## src/rtl/program_counter_nvec_pkg.sv

```systemverilog
// Shared encodings and helpers for the nested-vector program counter.
package program_counter_nvec_pkg;

  // Base operand select encodings
  localparam logic [1:0] PC_BASEX_PCA     = 2'd0;
  localparam logic [1:0] PC_BASEX_REGB    = 2'd1;
  localparam logic [1:0] PC_BASEX_ZERO    = 2'd2;
  localparam logic [1:0] PC_BASEX_PCA_ALT = 2'd3;

  // Offset operand select encodings
  localparam logic [1:0] PC_OFFSETX_ZERO = 2'd0;
  localparam logic [1:0] PC_OFFSETX_TWO  = 2'd1;
  localparam logic [1:0] PC_OFFSETX_FOUR = 2'd2;
  localparam logic [1:0] PC_OFFSETX_DIN  = 2'd3;

  // Level code meaning "no interrupt active": one past the lowest priority index.
  function automatic int unsigned lvl_none(input int unsigned num_int);
    return num_int;
  endfunction

  // Vector address for interrupt source idx.
  function automatic int unsigned vec_addr(input int unsigned base,
                                           input int unsigned stride,
                                           input int unsigned idx);
    return base + idx * stride;
  endfunction

endpackage

```

## src/rtl/pc_return_stack.sv

```systemverilog
// Hardware return stack holding {return address, interrupted level} pairs.
// The top entry is read combinationally so a RETI can redirect the PC in the
// same fetch that pops it.
module pc_return_stack
  import program_counter_nvec_pkg::*;
#(
  parameter int ADDR_W = 16,
  parameter int LVL_W  = 3,
  parameter int DEPTH  = 4
) (
  input  logic                        CLK,
  input  logic                        RESET,
  input  logic                        PUSH,
  input  logic                        POP,
  input  logic [ADDR_W-1:0]           PUSH_ADDR,
  input  logic [LVL_W-1:0]            PUSH_LVL,
  output logic [ADDR_W-1:0]           TOP_ADDR,
  output logic [LVL_W-1:0]            TOP_LVL,
  output logic [$clog2(DEPTH+1)-1:0]  CNT,
  output logic                        FULL,
  output logic                        EMPTY
);

  localparam int CNT_W = $clog2(DEPTH + 1);
  localparam int IDX_W = (DEPTH > 1) ? $clog2(DEPTH) : 1;
  localparam int SLOTS = 1 << IDX_W;

  logic [ADDR_W-1:0] addr_mem [0:SLOTS-1];
  logic [LVL_W-1:0]  lvl_mem  [0:SLOTS-1];
  logic [CNT_W-1:0]  cnt_reg;
  logic [IDX_W-1:0]  wr_idx;
  logic [IDX_W-1:0]  top_idx;
  logic              do_push;
  logic              do_pop;

  assign FULL    = (cnt_reg == CNT_W'(DEPTH));
  assign EMPTY   = (cnt_reg == '0);
  assign do_push = PUSH & ~FULL;
  assign do_pop  = POP & ~EMPTY;
  assign wr_idx  = IDX_W'(cnt_reg);
  assign top_idx = IDX_W'(cnt_reg - 1'b1);

  assign TOP_ADDR = addr_mem[top_idx];
  assign TOP_LVL  = lvl_mem[top_idx];
  assign CNT      = cnt_reg;

  // Entry storage: contents are don't-care after reset, only the count matters.
  always_ff @(posedge CLK) begin
    if (do_push) begin
      addr_mem[wr_idx] <= PUSH_ADDR;
      lvl_mem[wr_idx]  <= PUSH_LVL;
    end
  end

  // Occupancy counter; push and pop are mutually exclusive at the caller.
  always_ff @(posedge CLK) begin
    if (RESET) begin
      cnt_reg <= '0;
    end else if (do_push) begin
      cnt_reg <= cnt_reg + 1'b1;
    end else if (do_pop) begin
      cnt_reg <= cnt_reg - 1'b1;
    end
  end

endmodule

```

## src/rtl/program_counter_nvec.sv

```systemverilog
// Program counter with relative/absolute next-address generation and
// NUM_INT prioritised, nestable interrupt vectors backed by a return stack.
// Control state is implicit: (INT_LVL, RSTACK_CNT) encodes RUN / IN_ISR(level).
module program_counter_nvec
  import program_counter_nvec_pkg::*;
#(
  parameter int                 ADDR_W       = 16,
  parameter int                 NUM_INT      = 4,
  parameter int unsigned        VEC_BASE     = 4,
  parameter int unsigned        VEC_STRIDE   = 4,
  parameter int                 RSTACK_DEPTH = 4,
  parameter logic [ADDR_W-1:0]  RESET_ADDR   = {{(ADDR_W-1){1'b1}}, 1'b0}
) (
  input  logic                               CLK,
  input  logic                               RESET,
  input  logic                               FETCH,
  input  logic                               PC_ENX,
  input  logic [1:0]                         PC_BASEX,
  input  logic [1:0]                         PC_OFFSETX,
  input  logic [ADDR_W-1:0]                  REGB_DOUT,
  input  logic [ADDR_W-1:0]                  DIN,
  input  logic [NUM_INT-1:0]                 INT_REQ,
  input  logic                               INT_EN,
  input  logic                               RETI,
  output logic [ADDR_W-1:0]                  PC_A,
  output logic [ADDR_W-1:0]                  PC_A_NEXT,
  output logic [ADDR_W-1:0]                  HERE,
  output logic [NUM_INT-1:0]                 INT_ACK,
  output logic [$clog2(NUM_INT+1)-1:0]       INT_LVL,
  output logic [$clog2(RSTACK_DEPTH+1)-1:0]  RSTACK_CNT,
  output logic                               STK_OVF,
  output logic                               STK_UDF
);

  localparam int LVL_W = $clog2(NUM_INT + 1);
  localparam int CNT_W = $clog2(RSTACK_DEPTH + 1);
  localparam logic [LVL_W-1:0] LVL_NONE = LVL_W'(lvl_none(NUM_INT));

  logic [ADDR_W-1:0]  pc_a_reg;
  logic [ADDR_W-1:0]  here_reg;
  logic [NUM_INT-1:0] int_ack_reg;
  logic [LVL_W-1:0]   int_lvl_reg;
  logic               stk_ovf_reg;
  logic               stk_udf_reg;

  logic [ADDR_W-1:0]  arg_a;
  logic [ADDR_W-1:0]  arg_b;
  logic [ADDR_W-1:0]  sum;
  logic [ADDR_W-1:0]  vec_target;
  logic [ADDR_W-1:0]  pc_next;
  logic [NUM_INT-1:0] eligible;
  logic               win_valid;
  logic [LVL_W-1:0]   win_idx;
  logic               upd;
  logic               reti_upd;
  logic               take;
  logic               blocked_full;

  logic [ADDR_W-1:0]  top_addr;
  logic [LVL_W-1:0]   top_lvl;
  logic [CNT_W-1:0]   stk_cnt;
  logic               stk_full;
  logic               stk_empty;

  assign upd      = FETCH & PC_ENX;
  assign reti_upd = upd & RETI;

  // A source may preempt only when it is strictly higher priority than the active level.
  generate
    for (genvar gi = 0; gi < NUM_INT; gi++) begin : g_elig
      assign eligible[gi] = INT_REQ[gi] & (LVL_W'(gi) < int_lvl_reg);
    end
  endgenerate

  // Pick the lowest eligible index as the winner.
  always_comb begin
    win_valid = 1'b0;
    win_idx   = '0;
    for (int i = NUM_INT - 1; i >= 0; i--) begin
      if (eligible[i]) begin
        win_valid = 1'b1;
        win_idx   = LVL_W'(i);
      end
    end
  end

  assign take         = upd & INT_EN & win_valid & ~RETI & ~stk_full;
  assign blocked_full = upd & INT_EN & win_valid & ~RETI & stk_full;
  assign vec_target   = ADDR_W'(vec_addr(VEC_BASE, VEC_STRIDE, 32'(win_idx)));

  // Base/offset selection and the silently wrapping sequential sum.
  always_comb begin
    arg_a = pc_a_reg;
    arg_b = '0;
    case (PC_BASEX)
      PC_BASEX_REGB: arg_a = REGB_DOUT;
      PC_BASEX_ZERO: arg_a = '0;
      default:       arg_a = pc_a_reg;
    endcase
    case (PC_OFFSETX)
      PC_OFFSETX_TWO:  arg_b = ADDR_W'(2);
      PC_OFFSETX_FOUR: arg_b = ADDR_W'(4);
      PC_OFFSETX_DIN:  arg_b = DIN;
      default:         arg_b = '0;
    endcase
    sum = arg_a + arg_b;
  end

  // Next address: a real pop beats a vector, which beats the sequential sum.
  always_comb begin
    pc_next = sum;
    if (reti_upd && !stk_empty) begin
      pc_next = top_addr;
    end else if (take) begin
      pc_next = vec_target;
    end
  end

  pc_return_stack #(
    .ADDR_W (ADDR_W),
    .LVL_W  (LVL_W),
    .DEPTH  (RSTACK_DEPTH)
  ) u_rstack (
    .CLK       (CLK),
    .RESET     (RESET),
    .PUSH      (take),
    .POP       (reti_upd),
    .PUSH_ADDR (sum),
    .PUSH_LVL  (int_lvl_reg),
    .TOP_ADDR  (top_addr),
    .TOP_LVL   (top_lvl),
    .CNT       (stk_cnt),
    .FULL      (stk_full),
    .EMPTY     (stk_empty)
  );

  // Architectural registers: PC, HERE, active level, acknowledge and sticky flags.
  always_ff @(posedge CLK) begin
    if (RESET) begin
      pc_a_reg    <= RESET_ADDR;
      here_reg    <= '0;
      int_ack_reg <= '0;
      int_lvl_reg <= LVL_NONE;
      stk_ovf_reg <= 1'b0;
      stk_udf_reg <= 1'b0;
    end else begin
      int_ack_reg <= '0;
      if (upd) begin
        pc_a_reg <= pc_next;
        here_reg <= pc_next + ADDR_W'(2);
        if (RETI) begin
          if (!stk_empty) begin
            int_lvl_reg <= top_lvl;
          end else begin
            stk_udf_reg <= 1'b1;
          end
        end else if (take) begin
          int_lvl_reg <= win_idx;
          int_ack_reg <= NUM_INT'(1) << win_idx;
        end else if (blocked_full) begin
          stk_ovf_reg <= 1'b1;
        end
      end
    end
  end

  assign PC_A       = pc_a_reg;
  assign PC_A_NEXT  = pc_next;
  assign HERE       = here_reg;
  assign INT_ACK    = int_ack_reg;
  assign INT_LVL    = int_lvl_reg;
  assign RSTACK_CNT = stk_cnt;
  assign STK_OVF    = stk_ovf_reg;
  assign STK_UDF    = stk_udf_reg;

endmodule
```

## config.mk

```make
export PLATFORM = sky130hd
export DESIGN_NAME = program_counter_nvec
export DESIGN_NICKNAME = d
export VERILOG_FILES = /design/src/rtl/program_counter_nvec_pkg.sv /design/src/rtl/pc_return_stack.sv /design/src/rtl/program_counter_nvec.sv
export SDC_FILE = /design/constraint.sdc
export NUM_CORES = 1
export LEC_CHECK = 0
export ABC_AREA = 1
export ABC_CLOCK_PERIOD_IN_PS = 4790
export CAP_MARGIN = 20
export CORE_MARGIN = 5
export CORE_UTILIZATION = 40
export CTS_CLUSTER_SIZE = 8
export DETAILED_ROUTE_END_ITERATION = 8
export PLACE_DENSITY = 0.73
export SLEW_MARGIN = 25
export SYNTH_ARGS = -nofsm -noshare
export SYNTH_HDL_FRONTEND = slang
export SYNTH_SLANG_ARGS = --single-unit
```

## constraint.sdc

```tcl
create_clock -name CLK -period 4.79 [get_ports CLK]
set_clock_uncertainty 0.05 [all_clocks]
set_input_delay 0.958 -clock CLK [delete_from_list [all_inputs] [get_ports CLK]]
set_output_delay 0.958 -clock CLK [all_outputs]
set_load 0.1 [all_outputs]
```

Word-level counts from Yosys, hierarchy flattened

Memory sizes are Yosys's and may differ from the RTL's.
Index checks and enable logic that the tools add are counted.
Widths: inputs -> output; s select.

Memory bits (read-only): 0
Output and inout port bits: 60
Register bits: 44
Word-level logic and storage cells: 72
Memory bits (writable): 76
Memories kept: 2
Input bits: 46
Latch bits: 0

Equality and inequality tests: 7
Bitwise gates (word level): 18
Add/sub/neg operators: 5
Div/mod/pow operators: 0
$lt $le $gt $ge: 4
Multiplexer cells: 19
Shifts and indexed selects: 1
Reductions and logical operators: 9
Multiply operators: 0

Memory list:

| memory            | depth | width | rd ports | clocked after memory_dff | write ports | RTL line              | text |
|---|---|---|---|---|---|---|---|
| u_rstack.addr_mem | 4     | 16    | 1        | 0                        | 1           | pc_return_stack.sv:28 | `logic [ADDR_W-1:0] addr_mem [0:SLOTS-1];` |
| u_rstack.lvl_mem  | 4     | 3     | 1        | 0                        | 1           | pc_return_stack.sv:29 | `logic [LVL_W-1:0] lvl_mem [0:SLOTS-1];` |

Operator list:

| cell                  | number |
|---|---|
| $pmux 16 s3           | 1 |
| $mux 16               | 2 |
| $pmux 16 s2           | 1 |
| $mux 3                | 8 |
| $add 16x16->16        | 1 |
| $add 16x2->16 const B | 1 |
| $and 1x1->1           | 13 |
| $add 3x5->6 const A   | 1 |
| $eq 2x2->1 const B    | 3 |
| $lt 1x3->1 const A    | 2 |
| $lt 2x3->1 const A    | 2 |
| $mux 1                | 6 |
| $reduce_and 3->1      | 2 |
| $not 1->1             | 5 |
| $eq 2x1->1 const B    | 2 |
| $reduce_and 4->1      | 1 |
| $reduce_bool 2->1     | 2 |
| $reduce_or 4->1       | 1 |
| $shl 1x3->4 const A   | 1 |
| $add 3x1->3 const B   | 1 |
| $eq 3x3->1 const B    | 1 |
| $logic_not 3->1       | 1 |
| $sub 3x1->3 const B   | 1 |
| $mux 2                | 1 |
| other kinds (3)       | 3 |

Longest topological paths before layout

Gate-level depths: netlist (run 1).

Word-level depth: 12
Gate-level depth with buffers: 30
Depth with buffers taken out: 28

Cells and area by module

From an unflattened synthesis (run 1), not the netlist that was laid out.

Cells, all modules: 834
Area total of the unflattened synthesis: 6693.9 sq um

Modules (own cells, without submodules):

| module               | times used | area each (sq um) | seq. area each (sq um) | cells each |
|---|---|---|---|---|
| program_counter_nvec | 1          | 3563.4            | 800.8                  | 600 |
| pc_return_stack      | 1          | 3130.5            | 2342.2                 | 234 |

Worst setup path after synthesis (run 1)

No wires, ideal clock.

Kind: in2out
Start point: in PC_BASEX[1]
End point: out PC_A_NEXT[15]
Path slack: -0.188 ns
Path buffers: 2
Stages on the path: 17
Arrival time: 3.970 ns
Cells stage by stage: inv_1 ha_1 clkbuf_2 inv_1 nand2_1 inv_1 clkbuf_1 a22o_1 ha_1 nand2_1 inv_1 a21oi_1 nand3_1 a21oi_1 xor2_1 a21oi_1 inv_1

Longest elaborated chain between the ends: 5

Ends and longest elaborated chain:

| item                                     | RTL line                    | text |
|---|---|---|
| from (decl)                              | program_counter_nvec.sv:18  | `input logic [1:0] PC_BASEX,` |
| $eq 2x2->1 or $eq 2x1->1 (tied branches) | program_counter_nvec.sv:95  | `case (PC_BASEX)` |
| $pmux 16 s2 (*)                          | program_counter_nvec.sv:95  |  |
| $add 16x16->16 (*)                       | program_counter_nvec.sv:106 | `sum = arg_a + arg_b;` |
| via sum[15]                              | program_counter_nvec.sv:48  | `logic [ADDR_W-1:0] sum;` |
| $mux 16 (*)                              | program_counter_nvec.sv:114 | `end else if (take) begin` |
| $mux 16 (*)                              | program_counter_nvec.sv:112 | `if (reti_upd && !stk_empty) begin` |
| to (decl)                                | program_counter_nvec.sv:26  | `output logic [ADDR_W-1:0] PC_A_NEXT,` |

The timed path passes the listed nets; every way through them passes the cells marked *.

Worst setup path in the final report (run 1)

Start point: in PC_BASEX[0]
End point: out PC_A_NEXT[15]

Same word-level chain as after synthesis.

==> results_dict.tcl, run 1 <==
set metrics [dict create \
    status "finished, final reports clean" \
    clk_latency_ns 0.42 \
    fp.dieArea_um2 19530 \
    fp.dieH_um 139.8 \
    rsz0062_at_grt "no" \
    path_depth 15 \
    ant_nets 0 \
    fill_cells 1387 \
    fmax_mhz 223.0 \
    critical_path_class "primary input to output pin" \
    cts_buffers 17 \
    synth_top_family_by_area "simple AND/OR/NAND/NOR gates" \
    synth_cells 847 \
    fin_crit_ns 4.484 \
    postCtsHoldBufs 0 \
    min_from "STK_OVF$_SDFFE_PP0P_" \
    syn-cell-area_um2 6734 \
    hold_viol 0 \
    rrSetupSlack_ns 1.35 \
    cp-startpoint "PC_BASEX[0]" \
    hold_depth 2 \
    cp.arrival_ns 3.48 \
    max_stage_delay_ns 0.36 \
    slowest_stage "o31ai_2" \
    crit_family "buffers and inverters" \
    clock_path_buffers 2 \
    powerDensity_nw_per_um2 404.5 \
    drc 0 \
    synth-seq-area-share_pct 46.67 \
    row_count 47 \
    drt-initial-drc-count 490 \
    period_share_pct 93.61 \
    cts_root_buffer "clkbuf_16" \
    max_slew_margin_pct 29.82 \
    worstPathMaxFanout 6 \
    antenna_cells 0 \
    antenna_found_initial 0 \
    critical_path.cell_chain "dlymetal6s2s_1 -> ha_4 -> inv_1 -> nand2_2 -> inv_4 -> buf_4 -> a22o_1 -> ha_1 -> inv_1 -> o31ai_2 -> a21oi_4 -> xor2_4 -> a21oi_4 -> clkinvlp_4 -> buf_12" \
    slew_violations 0 \
    drive_above_1_share_pct 22.66 \
    grt_use_total_pct 21.12 \
    post-route-util_pct 58.83 \
    cap_violations 0 \
    wl_per_cell_um 16.28 \
    clock-sinks 119 \
    fin_nets 1116 \
    tightest_slew_ns 1.049 \
    core_um2 16520 \
    final_cells 1279 \
    cts_tree "yes" \
    globalRouteOverflowTotal 0 \
    leakage_nw 4.336 \
    grt_first_pass_wirelength_mm 32.74 \
    io_pins 106 \
    io_buffers 105 \
    synth_compound_gate_area_share_pct 12.36 \
    finalSetupViolCount 0 \
    dp_hpwl_mm 14.97 \
    r2r-start "u_rstack.CNT[1]$_SDFFE_PP0P_" \
    path_buf_inv 7 \
    syn-num-nets 917 \
    yosys.area_share.adder_pct 4.571 \
    htreeDepth 4 \
    wl_mm 20.82 \
    grt_pass1_vias 6336 \
    dr.pass1.iters 6 \
    viasPerCell 5.116 \
    initial_core_util_pct 40.75 \
    r2r_cells 18 \
    ys_types 47 \
    ys_seq_elements 119 \
    cp.required_ns 3.78 \
    vias 6544 \
    hold_path_class "flop to flop" \
    synth_xor_area_share_pct 1.282 \
    synthMuxAreaShare_pct 0.2973 \
    syn2layout_area_growth_pct 44.37 \
    dp_cells 1235 \
    critPathLaunchType "primary input" \
    clk_pin_slew_ns 0.05 \
    vdd_drop_max_mv 0.2879 \
    avgSynthCellArea_um2 7.950 \
    fin_setup_tns_ns 0 \
    worstSetupEndpointType "output pin" \
    yosysWarnings 0 \
    place.gp.congestion 0.9255 \
    grt_max_degree 48 \
    die_width_um 139.8 \
    synth-simple-area-share_pct 25.47 \
]
[flip-flops by register name (all words and copies together), names as in the netlist]
register / flops
u_rstack.addr_mem: 64
HERE: 15
u_rstack.lvl_mem: 12
PC_A: 16
INT_ACK: 4
INT_LVL: 3
STK_UDF: 1
u_rstack.CNT: 3
STK_OVF: 1
[report_power, final]
part / switching [mW] / internal (mW) / leakage [nW] / total [mW]
clock: 0.479 / 0.744 / 0.272 / 1.22
sequential: 0.0287 / 1.15 / 1.04 / 1.18
combinational: 0.973 / 0.555 / 3.03 / 1.53
total: 1.48 / 2.45 / 4.34 / 3.93
[area by class of cell]
class	count	area, um^2	share of cell area (%)
clock buffers	19	452.9	4.659
clock inverters	13	122.6	1.261
inverters	127	488.0	5.019
multi-input cells	571	3236	33.28
flip-flops and latches	119	3143	32.33
well taps	220	275.3	2.831
repair buffers	209	1997	20.54
repair inverters	1	7.507	0.07722
[cell usage in the layout (no fill, tap or decap), types with 3 or more instances in the layout]
master | synthesis | routed
inv_6 | 0 | 3
o211ai_1 | 3 | 3
buf_4 | 1 | 104
o21ai_1 | 7 | 8
nand2_1 | 190 | 176
ha_4 | 0 | 6
clkdlybuf4s50_1 | 0 | 87
ha_1 | 23 | 16
a22o_1 | 13 | 13
nand4_1 | 16 | 16
edfxtp_1 | 76 | 76
nand3_1 | 48 | 44
clkbuf_16 | 0 | 17
xor2_1 | 5 | 4
o21ai_0 | 52 | 51
a21oi_4 | 0 | 3
a21oi_1 | 38 | 33
clkinv_4 | 0 | 3
inv_2 | 3 | 5
dfxtp_1 | 43 | 43
clkinv_2 | 1 | 3
nor2_4 | 2 | 3
nand3_2 | 4 | 7
nor2_1 | 112 | 106
nand2_2 | 12 | 24
nor2_2 | 7 | 12
a21oi_2 | 4 | 6
buf_12 | 0 | 16
inv_1 | 122 | 117
nand2_4 | 1 | 3
clkinvlp_4 | 0 | 7
o22ai_1 | 7 | 7
a31oi_1 | 4 | 4
[per-stage QoR]
stage	area, um^2	total power, mW	worst slack [ns]	hold WS [ns]
after global routing	9722	4.079	0.1023	0.4327
after CTS	9620	3.900	-0.03932	0.4111
after global placement	8785	2.617	-0.3194	0.3902
after floorplan	6751	2.047	-0.09598	0.5130
final	9722	3.933	0.3061	0.4051
after detailed placement	8785	2.631	-0.3922	0.4032
[routing by layer]
metal	up-vias	share of wire [%]	GRT usage [%]
li1	3180	-	-
met3	46	6.9	4.494
met4	0	3.3	8.414
met5	-	0	0
met1	3043	41	26.19
met2	275	49	35.91
[worst reg2reg max path, delay by kind of cell (launching register included)]
family	cells	cell delay (ns)
buffers and inverters	8	1.10
AOI/OAI and AO/OA	2	0.80
and+or+nand+nor	6	0.62
adders and majority gates	2	0.42
DFF	1	0.36
[what timing repair did]
item | in CTS | in global routing
pin swaps | 21 | 17
endpoints found under the setup margin | 13 | 14
resized for setup | 37 | 20
gates cloned | 1 | 0
endpoints found under the hold margin | 0 | 0
setup buffers | 9 | 3
[final timing paths]
path | end
max | PC_A_NEXT[15]
max reg2reg | HERE[13]$_SDFFE_PP0P_
min | STK_OVF$_SDFFE_PP0P_
min reg2reg | STK_OVF$_SDFFE_PP0P_
[synth_stat cells, drive strengths merged]
| master | n | area, um^2 |
|---|---|---|
| nand3b | 1 | 7.510 |
| o31ai | 1 | 7.510 |
| clkbuf | 17 | 65.06 |
| o22ai | 7 | 43.79 |
| o21ai | 60 | 311.5 |
| a22oi | 3 | 22.52 |
| a311oi | 1 | 8.760 |
| buf | 13 | 86.33 |
| fa | 1 | 20.02 |
| edfxtp | 76 | 2282 |
| nor3 | 1 | 5.000 |
| a21oi | 42 | 225.2 |
| dfxtp | 43 | 860.8 |
| nand4 | 16 | 100.1 |
| inv | 125 | 469.2 |
| a31oi | 4 | 25.02 |
| and2 | 2 | 12.51 |
| o311ai | 1 | 8.760 |
| o211ai | 4 | 43.79 |
| nand3 | 53 | 297.8 |
| a32o | 1 | 10.01 |
| mux2i | 2 | 20.02 |
| a22o | 13 | 113.9 |
| xor2 | 6 | 60.06 |
| ha | 23 | 287.8 |
| or2 | 1 | 6.260 |
| xnor2 | 3 | 26.28 |
| clkinv | 2 | 8.750 |
| nand2 | 203 | 799.5 |
| nor2 | 121 | 486.7 |
| o21bai | 1 | 11.26 |
[cells by family (layout without fill, tap and decap cells)]
| group | after synthesis | count (layout) |
|---|---|---|
| AND/OR/NAND/NOR | 398 | 398 |
| buffers and inverters | 157 | 369 |
| AO/OA/AOI/OAI | 138 | 138 |
| flip-flops | 119 | 119 |
| adder cells (fa/ha/maj) | 24 | 24 |
| XOR/XNOR | 9 | 9 |
| multiplexers | 2 | 2 |
(Power assumes the default switching activity.)
==> run 2, diff against run 1 <==
--- a/config.mk
+++ b/config.mk
@@ -6,11 +6,10 @@
 export NUM_CORES = 1
 export LEC_CHECK = 0
 export ABC_AREA = 1
-export ABC_CLOCK_PERIOD_IN_PS = 4790
+export ABC_CLOCK_PERIOD_IN_PS = 5600
 export CAP_MARGIN = 20
 export CORE_MARGIN = 5
 export CORE_UTILIZATION = 40
-export CTS_CLUSTER_SIZE = 8
 export DETAILED_ROUTE_END_ITERATION = 8
 export PLACE_DENSITY = 0.73
 export SLEW_MARGIN = 25
==> constraint.sdc (replaced) <==
create_clock -name CLK -period 5.6 [get_ports CLK]
set_clock_uncertainty 0.05 [all_clocks]
set_input_delay 1.12 -clock CLK [delete_from_list [all_inputs] [get_ports CLK]]
set_output_delay 1.12 -clock CLK [all_outputs]
set_load 0.1 [all_outputs]
==> run 2 against run 1 <==
Against the previous run:
- design area is 7.0% lower
- clock power is 9.8% lower
- count of clock-buffer cells in the layout is 1 higher
- critical path type unchanged
- highest routed layer unchanged
- sequential cell count stayed put
- non-clock buffer count is 66 lower
- via count is 5.6% lower
- sequential share of layout area is 2.4 points higher
- sequential power is 14% lower
- first-iteration DRC count is 3.5% higher
- die area stayed put
- largest power group unchanged
==> results_dict.tcl, run 2 (synthesis gave the netlist of run 1 again) <==
set metrics [dict create \
    status "finished, final reports clean" \
    worstSetupEndpointType "output pin" \
    wl_per_cell_um 16.39 \
    drive_above_1_share_pct 13.90 \
    ant_nets 0 \
    clk_pin_slew_ns 0.05 \
    antenna_cells 0 \
    grt_pass1_vias 5732 \
    fin_nets 1050 \
    critical_path_class "primary input to output pin" \
    powerDensity_nw_per_um2 360.0 \
    rsz0062_at_grt "no" \
    final_cell_mix "nand2_1, inv_1, nor2_1" \
    die_width_um 139.8 \
    period_share_pct 97.12 \
    vias 6180 \
    slowest_stage "clkdlybuf4s50_1" \
    postCtsHoldBufs 0 \
    critPathLaunchType "primary input" \
    cts_root_buffer "clkbuf_16" \
    critical_path.cell_chain "clkdlybuf4s50_1 -> inv_1 -> ha_1 -> inv_2 -> nand2_4 -> clkinvlp_4 -> buf_4 -> a22o_1 -> ha_1 -> buf_4 -> nand3_1 -> nand3_2 -> xnor2_1 -> nand2_1 -> nand3_2 -> nand2_2 -> buf_12" \
    tightest_slew_ns 1.022 \
    cts_buffers 17 \
    max_slew_margin_pct 31.66 \
    clk_latency_ns 0.41 \
    cp.required_ns 4.43 \
    dp_hpwl_mm 14.17 \
    multiInputGateArea_um2 3032 \
    antenna_found_initial 0 \
    vdd_drop_max_mv 0.2009 \
    worstPathMaxFanout 7 \
    grt_use_total_pct 19.77 \
    crit_family "buffers and inverters" \
    dr.pass1.iters 5 \
    cp.arrival_ns 4.27 \
    pre_cts_ws_ns -0.05432 \
    fill_cells 1472 \
    max_stage_delay_ns 0.45 \
    postPlaceCellArea_um2 8302 \
    post-route-util_pct 54.72 \
    row_count 47 \
    regMostFlops "u_rstack.addr_mem" \
    fmax_mhz 183.9 \
    cts_tree "yes" \
    io_pins 106 \
    clock-sinks 119 \
    core_um2 16520 \
    layout_commonest_cell "nand2_1" \
    largest_register_ffs 64 \
    grt_max_degree 49 \
    fin_ws_ns 0.1612 \
    place.gp.congestion 0.9013 \
    globalRouteOverflowTotal 0 \
    path_buf_inv 7 \
    finalSetupViolCount 0 \
    fp.dieArea_um2 19530 \
    slew_violations 0 \
    leakage_nw 3.984 \
    hold_path_class "flop to flop" \
    fp.dieH_um 139.8 \
    ff_latch_area_um2 3143 \
    initial_core_util_pct 40.75 \
    grt_first_pass_wirelength_mm 30.44 \
    viasPerCell 5.095 \
    wl_mm 19.89 \
    fin_crit_ns 5.439 \
    io_buffers 105 \
    hold_viol 0 \
    drc 0 \
    fin_setup_tns_ns 0 \
    clock_path_buffers 2 \
    syn2layout_area_growth_pct 34.28 \
    design_area_um2 9042 \
    htreeDepth 4 \
    drt-initial-drc-count 507 \
    cap_violations 0 \
]
-- run 2: layer usage --
layer  GRT usage, %  part of all wire [%]  up-vias
met3          5.386                   9.3       25
met1          25.64                    42     2829
li1               -                     -     3050
met5              0                     0        -
met4          5.405                   1.7        0
met2          32.67                    47      276
-- run 2: power by group --
part / internal (mW) / switching (mW)
Combinational: 0.355 / 0.789
Clock: 0.720 / 0.380
Sequential: 0.987 / 0.0226
-- run 2: final timing paths --
kind | from | end | slack [ns] | cells past startpoint
hold / removal | STK_OVF$_SDFFE_PP0P_ | STK_OVF$_SDFFE_PP0P_ | 0.40 | 2
hold reg to reg | STK_OVF$_SDFFE_PP0P_ | STK_OVF$_SDFFE_PP0P_ | 0.40 | 2
setup reg to reg | u_rstack.CNT[0]$_SDFFE_PP0P_ | HERE[11]$_SDFFE_PP0P_ | 2.04 | 16
setup / recovery | PC_BASEX[1] | PC_A_NEXT[4] | 0.16 | 17
-- run 2: area by class of cell --
type / count / share of cell area (%)
Clock inverter: 12 / 1.660
Clock buffer: 20 / 5.051
Timing Repair Buffer: 143 / 16.55
Inverter: 127 / 5.327
Sequential cell: 119 / 34.76
Multi-Input combinational cell: 571 / 33.53
Timing Repair inverter: 1 / 0.08302
Tap cell: 220 / 3.044
-- run 2: timing repair --
item                                    CTS  global route
pin swaps                                 0             3
resized for setup                         1            17
endpoints found under the setup margin    2            10
gates cloned                              0             1
setup buffers                             0             7
-- run 2: stage by stage --
step / hold WS [ns] / instances / total power [mW]
3_3_place_gp: 0.3888 / 1173 / 2.128
2_1_floorplan: 0.5130 / 847 / 1.746
4_1_cts: 0.4004 / 1205 / 3.234
5_1_grt: 0.4453 / 1213 / 3.375
3_5_place_dp: 0.3920 / 1173 / 2.135
6_report: 0.3997 / 1213 / 3.255
-- run 2: worst min-delay path, delay by kind of cell (launching register included) --
kind	cells	cell delay, ns
compound gates	1	0.05
buf+inv	1	0.05
flops	1	0.31
